### src/rtl/divider_8bit.sv
// 8-bit unsigned restoring divider, one quotient bit per cycle, MSB first.
// Optional divide-by-zero flag port DZ enabled by macro DIVIDER_8BIT_DZ_EN.
module divider_8bit (
    input  logic       clk,
    input  logic       rst,
    input  logic       start,
    input  logic [7:0] A,
    input  logic [7:0] B,
    output logic [7:0] Q,
    output logic [7:0] R,
    output logic       busy,
`ifdef DIVIDER_8BIT_DZ_EN
    output logic       DZ,
`endif
    output logic       done
);

    localparam logic [1:0] S_IDLE = 2'd0;
    localparam logic [1:0] S_RUN  = 2'd1;
    localparam logic [1:0] S_DONE = 2'd2;

    logic [1:0] state_q, state_d;
    // dividend bits shift out of the top while quotient bits shift in below
    logic [7:0] dvd_q, dvd_d;
    logic [7:0] dvs_q, dvs_d;
    logic [7:0] rem_q, rem_d;
    logic [2:0] cnt_q, cnt_d;
    logic [7:0] q_q, q_d;
    logic [7:0] r_q, r_d;
`ifdef DIVIDER_8BIT_DZ_EN
    logic       dz_q, dz_d;
`endif

    logic [8:0] trial;
    logic [7:0] rem_nx;
    logic [7:0] dvd_nx;

    // One restoring step: trial subtract, keep or restore, emit quotient bit.
    // The partial remainder never exceeds 7 bits before a shift, so bit 7 is dropped.
    always_comb begin
        trial = {1'b0, rem_q[6:0], dvd_q[7]} - {1'b0, dvs_q};
        if (trial[8]) begin
            rem_nx = {rem_q[6:0], dvd_q[7]};
        end else begin
            rem_nx = trial[7:0];
        end
        dvd_nx = {dvd_q[6:0], ~trial[8]};
    end

    // Next-state and datapath control for IDLE/RUN/DONE.
    always_comb begin
        state_d = state_q;
        dvd_d   = dvd_q;
        dvs_d   = dvs_q;
        rem_d   = rem_q;
        cnt_d   = cnt_q;
        q_d     = q_q;
        r_d     = r_q;
`ifdef DIVIDER_8BIT_DZ_EN
        dz_d    = dz_q;
`endif
        case (state_q)
            S_IDLE, S_DONE: begin
                if (start) begin
                    dvd_d   = A;
                    dvs_d   = B;
                    rem_d   = 8'd0;
                    cnt_d   = 3'd0;
                    state_d = S_RUN;
                end else begin
                    state_d = S_IDLE;
                end
            end
            S_RUN: begin
                dvd_d = dvd_nx;
                rem_d = rem_nx;
                cnt_d = cnt_q + 3'd1;
                if (cnt_q == 3'd7) begin
                    state_d = S_DONE;
                    q_d     = dvd_nx;
                    r_d     = rem_nx;
`ifdef DIVIDER_8BIT_DZ_EN
                    dz_d    = (dvs_q == 8'd0);
`endif
                end
            end
            default: begin
                state_d = S_IDLE;
            end
        endcase
    end

    // State registers; reset wins over everything, abandoning any division.
    always_ff @(posedge clk) begin
        if (rst) begin
            state_q <= S_IDLE;
            dvd_q   <= 8'd0;
            dvs_q   <= 8'd0;
            rem_q   <= 8'd0;
            cnt_q   <= 3'd0;
            q_q     <= 8'd0;
            r_q     <= 8'd0;
`ifdef DIVIDER_8BIT_DZ_EN
            dz_q    <= 1'b0;
`endif
        end else begin
            state_q <= state_d;
            dvd_q   <= dvd_d;
            dvs_q   <= dvs_d;
            rem_q   <= rem_d;
            cnt_q   <= cnt_d;
            q_q     <= q_d;
            r_q     <= r_d;
`ifdef DIVIDER_8BIT_DZ_EN
            dz_q    <= dz_d;
`endif
        end
    end

    assign Q    = q_q;
    assign R    = r_q;
    assign busy = (state_q == S_RUN);
    assign done = (state_q == S_DONE);
`ifdef DIVIDER_8BIT_DZ_EN
    assign DZ   = dz_q;
`endif

endmodule

### config.mk
export PLATFORM = sky130hd
export DESIGN_NAME = divider_8bit
export DESIGN_NICKNAME = d
export VERILOG_FILES = /design/src/rtl/divider_8bit.sv
export SDC_FILE = /design/constraint.sdc
export NUM_CORES = 1
export LEC_CHECK = 0
export CAP_MARGIN = 10
export CORE_MARGIN = 5
export CORE_UTILIZATION = 30
export DETAILED_ROUTE_END_ITERATION = 8
export GPL_TIMING_DRIVEN = 0
export PLACE_DENSITY = 0.55
export SETUP_SLACK_MARGIN = 0.1
export SLEW_MARGIN = 10
export SYNTH_ARGS = -nofsm -noshare
export SYNTH_HDL_FRONTEND = slang
export SYNTH_SLANG_ARGS = --single-unit
### constraint.sdc
create_clock -name clk -period 4.65 [get_ports clk]
set_input_delay 0.465 -clock clk [delete_from_list [all_inputs] [get_ports clk]]
set_output_delay 0.465 -clock clk [all_outputs]
set_load 0.02 [all_outputs]
==> flow_summary.toml <==
[status]
status = "finished, final reports clean"

[timing]
finalSetupViolCount = 0
setup_skew_after_layout_ns = 0.00577
setup_total_negative_slack_ns = 0
worst_pin_slew_ns = 0.763
final-max-slew-violation-count = 0
hold_viol = 0
timing.final.crit_share_pct = 51.5
fin_crit_ns = 2.40
max_freq_ghz = 0.417
whs_ns = 0.458
grt_setup_unrepaired = "no"
slew_headroom_pct = 48.7

[grt]
grt_start_max_net_pins = 15
vias_in_the_first_global_route = 1924
number_of_antenna_violations_at_the_first_check_in_global_routing = 0
grt_first_pass_wirelength_um = 9180
groute.usage.overall_pct = 13.0
globalRoute.totalOverflow = 0

[place]
dpl.hpwl_um = 4020
replace_congestion = 0.742
numPortBuffers = 36

[die]
initial_utilization_pct = 31.2
die_height_um = 94.5
dieWidth_um = 94.5
pin_count = 37
floorplan.die_area_um2 = 8930
core-area_um2 = 6870
placementRows = 30

[worst_setup_path]
r2r-end = "R[4]"
timing.reg2reg.worst_path_depth = 9
worstSetupEndpoint = "R[4]"
worst-setup-path-type = "flip-flop to flip-flop"
timing.critical_path.fanout_max = 7
critPathMostFrequentCell = "inv_1"
slowest_stage = "fa_1"
worst_ep_arrival_ns = 2.61
cp-startpoint = "dvd_q[7]"
cpPeakStageDelay_ns = 0.40
cp_cell_sequence = "inv_1 > ha_1 > inv_1 > fa_1 > a21o_1 > a221oi_4 > o21ai_4 > mux2i_1 > a211oi_1"
regToRegStartpoint = "dvd_q[7]"
setup.worst_path.end_class = "flip-flop"
critPathLaunchType = "flip-flop"
critPathRequiredTime_ns = 4.86
timing.reg2reg.setup_slack_ns = 2.25

[synth]
postSynthCellCount = 257
ys.warnings.count = 0
yosysSeqAreaShare_pct = 41.1
ys_types = 47
synth-xor-area-share_pct = 1.23
synth.largest_area_cell = "dfxtp_1"
ys_async_sr_fraction_pct = 0
syn_avg_cell_area_um2 = 8.33
synth_flop_cell = "dfxtp_1"
synth.ff_latch_count = 44
main_combinational_cell_family_by_area_after_synthesis = "compound AO/OA/AOI/OAI gates"
synthDominantCellAreaShare_pct = 41.1
synth_edf_count = 0
synth_fa_ha_area_share_pct = 6.78
post_synth_instance_area_um2 = 2140
multiplexer_area_fraction_after_synthesis_pct = 2.86
synth.top_cells.by_area = "dfxtp_1, nand2_1, a21oi_1, ha_1, nor2_1"
synth_compound_gate_area_share_pct = 22.6
synth_fp_nets = 287
basic_gate_share_of_the_synthesized_area_counting_and_or_nand_and_nor_cells_pct = 20.9

[routing]
ant_nets = 0
per_cell_routed_wire_length_um = 13.4
drc = 0
dr.pass1.iters = 4
finalWirelength_um = 5320
drt_first_iter_violations = 113
avgViaCountPerCell = 4.80
via_count = 1904

[final_layout]
antenna_cells = 0
layout_stage_area_growth_over_the_synthesis_result_pct = 26.5
most-common-layout-cells = "nand2_1, dfxtp_1, clkdlybuf4s50_1"
post_route_cells_drive_above_1_share_pct = 6.31
fill_cells = 710
num-nets-final = 330
mostFrequentLayoutCell = "nand2_1"

[pwr]
ir_drop_mv = 0.109
power_uw = 890
power.static_leakage_nw = 0.989
cellPowerDensity_nw_per_um2 = 328

[clocking]
htreeDepth = 2
clock_tree_from_tritoncts = "yes"
max-clock-path-buffers = 2
post_cts_hold_buffer_count = 0
insertion_delay_ns = 0.30
cts-buffers-inserted = 5
worst_setup_hold_path_clk_slew_ns = 0.09
root_buffer = "clkbuf_8"
postCtsSetupRepairBufs = 0
cts.sinks = 44
cts_resized = 0

[worst_hold_path]
worst_min_delay_path_category = "flip-flop to flip-flop"

[flow_run]
max-cap-violations = 0
## layer usage
layer	global-route usage, %	vias to the layer above	wire length, µm	part of all wire (%)
met2	21.4	40	2500	47
met3	3.03	5	266	5.0
met1	17.2	878	2480	47
met5	0	-	0	0
li1	-	981	-	-
met4	3.61	0	69	1.3
## Yosys cell counts, types with 2 or more instances
cell and count:
nand2_1 53, dfxtp_1 44, a21oi_1 26, nor2_1 26, inv_1 12, ha_1 10, clkbuf_1 9, o21ai_0 8
a311oi_1 7, a211oi_1 6, mux2i_1 5, nand2b_1 5, o211ai_1 4, a22oi_1 3, a21o_1 2, buf_2 2
nand3_1 2, nor2b_1 2, nor4b_1 2, xnor2_1 2
## worst min-delay path by stage
stage,to,slack (ns),startpoint,depth (start not counted)
3_5_place_dp,dvs_q[7],0.45,dvs_q[7],2
4_1_cts,dvs_q[7],0.46,dvs_q[7],2
5_1_grt,dvs_q[2],0.48,dvs_q[2],2
3_3_place_gp,dvs_q[7],0.45,dvs_q[7],2
6_report,Q[5],0.46,Q[5],2
2_1_floorplan,dvs_q[1],0.44,dvs_q[1],2
## layout make-up
| class | instances | area [µm²] | share of cell area (%) |
|---|---|---|---|
| Sequential cell | 44 | 881 | 32.5 |
| Inverter | 13 | 48.8 | 1.80 |
| Buffer | 12 | 47.5 | 1.75 |
| Timing Repair Buffer | 36 | 360 | 13.3 |
| Clock inverter | 3 | 18.8 | 0.693 |
| Tap cell | 96 | 120 | 4.43 |
| Clock buffer | 5 | 68.8 | 2.54 |
| Multi-Input combinational cell | 188 | 1160 | 43.0 |
## power breakdown
| part | internal, mW | total (mW) | switching, mW |
|---|---|---|---|
| Combinational | 0.108 | 0.240 | 0.132 |
| Clock | 0.105 | 0.241 | 0.136 |
| Sequential | 0.394 | 0.408 | 0.0140 |
## flip-flops by register name, indices dropped and copies added (netlist names)
register,count
R,8
dvs_q,8
Q,8
cnt_q,3
dvd_q,8
state_q,2
rem_q,7
## metrics by stage
stage               instance area, µm²  setup WS [ns]  instances  util (%)
finish                            2710           2.25        397      39.5
global route                      2710           2.07        397      39.5
CTS                               2710           2.25        397      39.5
detailed placement                2620           2.27        389      38.2
global placement                  2620           2.28        389      38.2
floorplan                         2140           2.46        257         -
## kinds of logic after synthesis
logic type,count (synthesis)
adder cells (fa/ha/maj),11
AO/OA/AOI/OAI,68
AND/OR/NAND/NOR,100
multiplexers,6
XOR/XNOR,3
buffers and inverters,25
flip-flops,44
## worst max-delay path, delay by kind of cell, from the launching register on
kind / cells / cell delay, ns
compound gates: 4 / 1.06
fa+ha+maj: 2 / 0.58
buf+inv: 2 / 0.15
flops: 1 / 0.32
mux: 1 / 0.19
Note: power is estimated with default switching activity, not from simulation.
